===== config.mk =====
export PLATFORM = sky130hd
export DESIGN_NAME = trellis_term_gen
export DESIGN_NICKNAME = d
export VERILOG_FILES = /design/src/rtl/trellis_pkg.sv /design/src/rtl/rsc_term_step.sv /design/src/rtl/trellis_term_gen.sv
export SDC_FILE = /design/constraint.sdc
export NUM_CORES = 1
export LEC_CHECK = 0
export BUFFER_PORTS_ARGS = -buffer_cell sky130_fd_sc_hd__buf_2
export CORE_MARGIN = 2
export CORE_UTILIZATION = 58
export DETAILED_ROUTE_END_ITERATION = 16
export PLACE_DENSITY = 0.78
export SLEW_MARGIN = 20
export SYNTH_ARGS = -nofsm -noshare
export SYNTH_HDL_FRONTEND = slang
export SYNTH_SLANG_ARGS = --single-unit

===== constraint.sdc =====
create_clock -name clk -period 2.6 [get_ports clk]
set_input_delay 0.52 -clock clk [delete_from_list [all_inputs] [get_ports clk]]
set_output_delay 0.52 -clock clk [all_outputs]
set_load 0.1 [all_outputs]

===== src/rtl/trellis_pkg.sv =====
// Shared types and constants for the trellis termination tail generator.
package trellis_pkg;

    typedef enum logic [1:0] {
        IDLE = 2'd0,
        GEN1 = 2'd1,
        GEN2 = 2'd2,
        SEND = 2'd3
    } state_t;

    localparam int         DEF_MEM     = 3;
    localparam logic [2:0] DEF_FB_POLY = 3'b110;
    localparam logic [2:0] DEF_FF_POLY = 3'b101;

    function automatic int TAIL_LEN(input int mem);
        return 4 * mem;
    endfunction

endpackage


===== src/rtl/rsc_term_step.sv =====
// One trellis-termination step of a recursive systematic encoder: the input bit
// equals the feedback, so the register is flushed towards zero.
module rsc_term_step #(
    parameter int             MEM     = 3,
    parameter logic [MEM-1:0] FB_POLY = 3'b110,
    parameter logic [MEM-1:0] FF_POLY = 3'b101
) (
    input  logic [MEM-1:0] i_s,
    output logic           o_x,
    output logic           o_z,
    output logic [MEM-1:0] o_s_next
);

    // bit j-1 holds s[j]; x = fb, z = parity taps of the current state
    assign o_x      = ^(i_s & FB_POLY);
    assign o_z      = ^(i_s & FF_POLY);
    assign o_s_next = {i_s[MEM-2:0], 1'b0};

endmodule


===== src/rtl/trellis_term_gen.sv =====
// Generates the 4*MEM turbo tail bits from two final encoder states and streams
// them out serially. Define TRELLIS_3GPP_ORDER_EN for the d0/d1/d2 interleaved order.
module trellis_term_gen
    import trellis_pkg::*;
#(
    parameter int             MEM     = DEF_MEM,
    parameter logic [MEM-1:0] FB_POLY = DEF_FB_POLY,
    parameter logic [MEM-1:0] FF_POLY = DEF_FF_POLY
) (
    input  logic           clk,
    input  logic           rst_n,
    input  logic           load,
    input  logic [MEM-1:0] state1,
    input  logic [MEM-1:0] state2,
    input  logic           out_ready,
    output logic           tail_valid,
    output logic           tail_bit,
    output logic           busy,
    output logic           done
);

    localparam int L  = TAIL_LEN(MEM);
    localparam int IW = $clog2(L);
    localparam int SW = $clog2(MEM);

    state_t               r_state;
    state_t               w_state_next;
    logic [1:0][MEM-1:0]  r_s;
    logic [1:0][MEM-1:0]  w_s_next;
    logic [1:0]           w_x;
    logic [1:0]           w_z;
    logic [SW-1:0]        r_step;
    logic [IW-1:0]        r_idx;
    logic [IW-1:0]        w_rd_k;
    logic [IW-1:0]        w_wr_k;
    logic [L-1:0]         r_tail;
    logic                 r_done;
    logic                 w_enc;
    logic                 w_last_step;
    logic                 w_last_bit;

    genvar gi;
    generate
        for (gi = 0; gi < 2; gi++) begin : g_enc
            rsc_term_step #(
                .MEM     (MEM),
                .FB_POLY (FB_POLY),
                .FF_POLY (FF_POLY)
            ) u_step (
                .i_s      (r_s[gi]),
                .o_x      (w_x[gi]),
                .o_z      (w_z[gi]),
                .o_s_next (w_s_next[gi])
            );
        end
    endgenerate

    assign w_enc       = (r_state == GEN2);
    assign w_last_step = (r_step == SW'(MEM - 1));
    assign w_last_bit  = (r_idx == IW'(L - 1));
    assign w_wr_k      = (w_enc ? IW'(2 * MEM) : IW'(0)) + IW'({r_step, 1'b0});

`ifdef TRELLIS_3GPP_ORDER_EN
    // Emission index -> buffer index: all k%3==0 first, then k%3==1, then k%3==2.
    localparam int N0 = (L + 2) / 3;
    localparam int N1 = (L + 1) / 3;
    always_comb begin
        w_rd_k = '0;
        if (r_idx < IW'(N0))
            w_rd_k = IW'(3) * r_idx;
        else if (r_idx < IW'(N0 + N1))
            w_rd_k = IW'(3) * (r_idx - IW'(N0)) + IW'(1);
        else
            w_rd_k = IW'(3) * (r_idx - IW'(N0 + N1)) + IW'(2);
    end
`else
    assign w_rd_k = r_idx;
`endif

    always_ff @(posedge clk or negedge rst_n) begin
        if (!rst_n) r_state <= IDLE;
        else        r_state <= w_state_next;
    end

    always_comb begin
        w_state_next = r_state;
        busy         = 1'b0;
        tail_valid   = 1'b0;
        tail_bit     = 1'b0;
        case (r_state)
            IDLE: if (load) w_state_next = GEN1;
            GEN1: begin
                busy = 1'b1;
                if (w_last_step) w_state_next = GEN2;
            end
            GEN2: begin
                busy = 1'b1;
                if (w_last_step) w_state_next = SEND;
            end
            SEND: begin
                busy       = 1'b1;
                tail_valid = 1'b1;
                tail_bit   = r_tail[w_rd_k];
                if (out_ready && w_last_bit) w_state_next = IDLE;
            end
            default: w_state_next = IDLE;
        endcase
    end

    assign done = r_done;

    always_ff @(posedge clk or negedge rst_n) begin
        if (!rst_n) begin
            r_s    <= '0;
            r_step <= '0;
            r_idx  <= '0;
            r_tail <= '0;
            r_done <= 1'b0;
        end else begin
            r_done <= 1'b0;
            case (r_state)
                IDLE: begin
                    if (load) begin
                        r_s[0] <= state1;
                        r_s[1] <= state2;
                        r_step <= '0;
                        r_idx  <= '0;
                    end
                end
                GEN1, GEN2: begin
                    r_s[w_enc]               <= w_s_next[w_enc];
                    r_tail[w_wr_k]           <= w_x[w_enc];
                    r_tail[w_wr_k + IW'(1)]  <= w_z[w_enc];
                    r_step                   <= w_last_step ? '0 : r_step + SW'(1);
                end
                SEND: begin
                    if (out_ready) begin
                        r_done <= w_last_bit;
                        r_idx  <= w_last_bit ? '0 : r_idx + IW'(1);
                    end
                end
                default: ;
            endcase
        end
    end

endmodule


# ---- Yosys cells after proc, flatten, opt, wreduce, memory -nomap -nowiden
# Cells that the tools add are included.
dict set report op_classes {
  n_addsub 4
  mul 0
  div 0
  order_cmp 7
  n_eq_ne 10
  shift 0
  n_mux 37
  n_bitwise 0
  n_reduce_logical 16
}
# op n
set op_table {}
lappend op_table {{$bwmux W12} 2}
lappend op_table {{$lt A4 B5 Y1 const B} 3}
lappend op_table {{$mux W1} 12}
lappend op_table {{$mux W2} 6}
lappend op_table {{$mux W3} 4}
lappend op_table {{$mux W4} 3}
lappend op_table {{$pmux W6 S2} 1}
lappend op_table {{$reduce_xor A3 Y1} 4}
lappend op_table {{$add A4 B1 Y4 const B} 2}
lappend op_table {{$demux W1 S4} 2}
lappend op_table {{$ge A4 B1 Y1 const B} 2}
lappend op_table {{$ne A2 B2 Y1 const B} 4}
lappend op_table {{$pmux W2 S4} 1}
lappend op_table {{$pmux W4 S2} 1}
lappend op_table {{$bwmux W6} 1}
lappend op_table {{$eq A2 B2 Y1 const B} 3}
lappend op_table {{$mux W6} 1}
lappend op_table {{$add A3 B3 Y4} 1}
lappend op_table {{$bmux W1 S4} 1}
lappend op_table {{$eq A4 B4 Y1 const B} 1}
lappend op_table {{$logic_and A1 B1 Y1} 4}
lappend op_table {{$pmux W2 S2} 1}
lappend op_table {{$reduce_and A4 Y1} 1}
lappend op_table {{$reduce_bool A2 Y1} 2}
lappend op_table {{other kinds (11)} 11}
dict set report word_totals {
  register_bits 27
  latchBits 0
  ramBits 0
  rom_bits 0
  inputBits 10
  word_cells 81
  n_memories 0
}

# ---- Logic depth before layout (Yosys ltp)
dict set report logic_depth {
  ltp_word 9
  depth_mapped 6
  mapped_depth_nobuf 6
}

# ---- Modules after synthesis
# A second synthesis with hierarchy kept.
dict set report hier_totals {
  hier_cells 159
  hier_area_um2 1582.8
}
# mod instances cells_each area_per_inst_um2 seq_area_each_um2
set modules_own_cells {}
lappend modules_own_cells {trellis_term_gen 1 147 1495.2 675.6}
lappend modules_own_cells {rsc_term_step 2 6 43.8 0.0}

# ---- Worst setup path before layout
# OpenSTA, ideal clock, no wires.
dict set report synth_path {
  path_kind {register to output}
  from {reg r_state[1]}
  to {out tail_bit}
  arrival_ns 2.973
  required_time_ns 2.080
  slack_ns -0.893
  path_stages_with_launch 5
  path_buffers 1
  cell_sequence {dfrtp_1 ha_1 buf_2 nand2b_1 o21ai_1}
}
dict set report synth_via {
  elab_chain_len 2
}
# item line_no
set synth_lines {}
lappend synth_lines {{start: declaration} trellis_term_gen.sv:26} ;# state_t r_state;
lappend synth_lines {{start signal: assignment} trellis_term_gen.sv:82} ;# else r_state <= w_state_next;
lappend synth_lines {{$eq A2 B2 Y1} trellis_term_gen.sv:90} ;# case (r_state)
lappend synth_lines {{$mux W1} trellis_term_gen.sv:90}
lappend synth_lines {{end: declaration} trellis_term_gen.sv:17} ;# output logic tail_bit,
# No other way between the ends.

# ---- Worst setup path after layout
dict set report layout_path {
  from {reg r_idx[0]}
  to {out tail_bit}
}
dict set report layout_via {
  elab_chain_len 3
}
# item line_no
set layout_lines {}
lappend layout_lines {{start: declaration} trellis_term_gen.sv:33} ;# logic [IW-1:0] r_idx;
lappend layout_lines {{start signal: assignment} trellis_term_gen.sv:139} ;# r_idx <= w_last_bit ? '0 : r_idx + IW'(1);
lappend layout_lines {{$bmux W1 S4} trellis_term_gen.sv:103} ;# tail_bit = r_tail[w_rd_k];
lappend layout_lines {{$mux W1 (not written as such)} trellis_term_gen.sv:103}
lappend layout_lines {{$mux W1} trellis_term_gen.sv:90}
# No other way between the ends. The select of a mux whose other input is x is not followed.

==> metrics <==
result of the run completed; required time of the critical path 2.08 ns; number of hold violations in the final report 0; synth top area cells dfrtp_1 (44%), mux2_2 (10%), ha_1 (5.6%), o21ai_0 (3.5%), mux4_2 (2.9%); number of rows in the core area 18; drt first-iter violations 25; crit path time final 2.47 ns; fin util 67.9%; # hold bufs at CTS 0; Max-Cap Viols 0; final clock skew 0.00195 ns; CTS tree done; FF-to-FF End r_tail[5]$_DFFE_PN0P_; Worst R2R Setup Slack 0.18 ns; global-route wire length before repair 5140 µm; post-synthesis net count 161; class of the worst hold path input pin to asynchronous set/reset pin; xor/xnor share of the synthesized area 2.26%; grt ovf 0; Setup Viol. Count Final 0; routed vias 1118; mean area per synthesized cell 10.9 µm²; initial antenna violation count 0; Reg2Reg Depth 6; maximum buffer depth of the clock tree 2; clock buffers created by TritonCTS 3; startpoint kind of the worst setup timing path flop; top cells by count, synth dfrtp_1 (27), mux2_2 (14), o21ai_0 (11); Fmax 404 MHz; Post-layout nets 178; endpoint arrival time on the critical path 1.95 ns; final period utilization 95.2%; per-cell routed wire length 15.8 µm; synthesized instance count 143; final cell count without fillers 189; most frequent cell after synthesis dfrtp_1; number of antenna diodes 0; total count of max-transition violations in the final report 0; worst flop-to-flop path startpoint r_state[0]$_DFFE_PN0P_; detailed placer's ending HPWL 2260 µm; Vias/cell 5.92; Critical Path Fanout Max 7; clock sink count 27; finished layout cell area 0.00170 mm²; I/O Buffers 13; top-level I/O count 14; largest family of logic cells by synthesized area simple AND/OR/NAND/NOR gates; number of detailed-routing iterations run before antenna repair 4; layout cells sized above 1 27.0%; cell-by-cell listing of the critical path mux2_2 > or3_1 > o311ai_1 > o21ai_4 > clkbuf_4; dominant cell type by area after synthesis dfrtp_1; number of global-route vias before repair 1126; clock insertion delay at the later pin of the skew report 0.31 ns; Critical Path End Type output port; crit-path max cell delay 0.48 ns; Least-Margin Pin Slew 0.643 ns; number of enable-type register cells in the synthesized netlist 0; maximum number of pins on one net before global-route repair 28; last weighted congestion value of the routability-driven placer 0.746; post-synthesis instance area 0.00155 mm²; critical path type flop to output port; area share of and/or/nand/nor cells after synthesis 17.2%; total placed instance area 0.00165 mm²; Largest delay share family, worst path flip-flops; post-synthesis register bit count 27; total die area 0.00311 mm²; primary flip-flop cell chosen by synthesis mapping dfrtp_1; relative slew slack 56.7%; clock root buffer clkbuf_4; aggregate routed wire length 2980 µm; share of synthesized flip-flops with an asynchronous set or reset 100%; x dimension of the die 55.7 µm; sequential element share of the synthesized area 43.5%; Area Growth Syn to Fin 9.27%; share of the synthesized area in compound gates (AO/OA/AOI/OAI) 11.7%; CTS H-Tree Depth 1; setup repair after global routing missed its margin no; GRT Overall Usage 20.9%; setup TNS after final layout 0 ns; post-synthesis mux area share 15.3%; Clock transition at path regs 0.14 ns; DRC violations left 0; die extent in y 55.7 µm; Floorplan Core Area 0.00250 mm²; initial standard-cell utilization of the core 62.1%; number of distinct library cells after synthesis 38; post-synthesis adder-cell area fraction 6.93%; worst path bufs/invs 1; number of routed nets with antenna violations 0; total instance count after detailed placement 183; slowest stage cell, crit path dfrtp_2; share of Yosys cell area claimed by the top area cell type 43.5%; total of warnings raised by yosys 0
[flip-flops by register name (all words and copies together), names as in the netlist]
| name | flops |
|---|---|
| r_tail | 12 |
| r_s | 6 |
| r_idx | 4 |
| r_state | 2 |
| r_step | 2 |
| done | 1 |
[layout by cell type (no fill, tap or decap), drive strengths merged, types with 3 or more instances in the layout]
cell type,Yosys,routed
dfrtp,27,27
mux2,15,15
buf,3,15
o21ai,12,12
nor2,10,10
nand2,10,10
ha,7,7
inv,6,6
nor2b,6,6
nand2b,5,5
clkbuf,1,5
a21oi,4,4
nand4b,3,3
nor3,3,3
o41ai,3,3
[routing by layer]
layer  routed length (µm)  track usage (%)
met5                    0                0
met4                   19             4.88
met3                   54             3.49
met2                 1520             35.7
met1                 1390             27.9
[worst reg2reg max path: cells and delay by family, from the launching register on]
family	cells	cell delay, ns
fa+ha+maj	3	1.07
mux	1	0.38
flops	1	0.42
simple gates	1	0.36
buf+inv	1	0.11
[cell families after synthesis]
group	Yosys count
compound gates	27
xor+xnor	4
fa+ha+maj	8
mux	19
buf+inv	10
flops	27
simple gates	48
[worst max-delay path by stage]
| stage | from | slack, ns | cells past startpoint | end |
|---|---|---|---|---|
| floorplan | r_state[1]$_DFFE_PN0P_ | 0.19 | 4 | tail_bit |
| global placement | r_state[0]$_DFFE_PN0P_ | 0.34 | 6 | r_tail[1]$_DFFE_PN0P_ |
| detailed placement | r_state[0]$_DFFE_PN0P_ | 0.20 | 6 | r_tail[0]$_DFFE_PN0P_ |
| CTS | r_idx[0]$_DFFE_PN0P_ | 0.06 | 5 | tail_bit |
| global route | r_idx[0]$_DFFE_PN0P_ | 0.03 | 5 | tail_bit |
| finish | r_idx[0]$_DFFE_PN0P_ | 0.13 | 5 | tail_bit |
[final cells by class]
class	count	area, µm²
Inverter	6	22.5
Clock buffer	4	26.3
Sequential cell	27	677
Timing Repair Buffer	16	90.1
Tap cell	30	37.5
Multi-Input combinational cell	106	843
Fill cell	204	803
[stage by stage]
stage	setup slack [ns]	hold slack [ns]
after floorplan	0.192	0.224
after global placement	0.336	0.485
after detailed placement	0.198	0.491
after CTS	0.0614	0.198
after global routing	0.0274	0.237
final	0.125	0.183
[timing repair]
action,in CTS,in global routing
gates resized for setup,1,1
buffers inserted,0,2
endpoints found under the setup margin,1,1
Power is left out: the tool's default activity adds up to more than one toggle a clock period on the data nets, which glitch-free logic cannot reach.
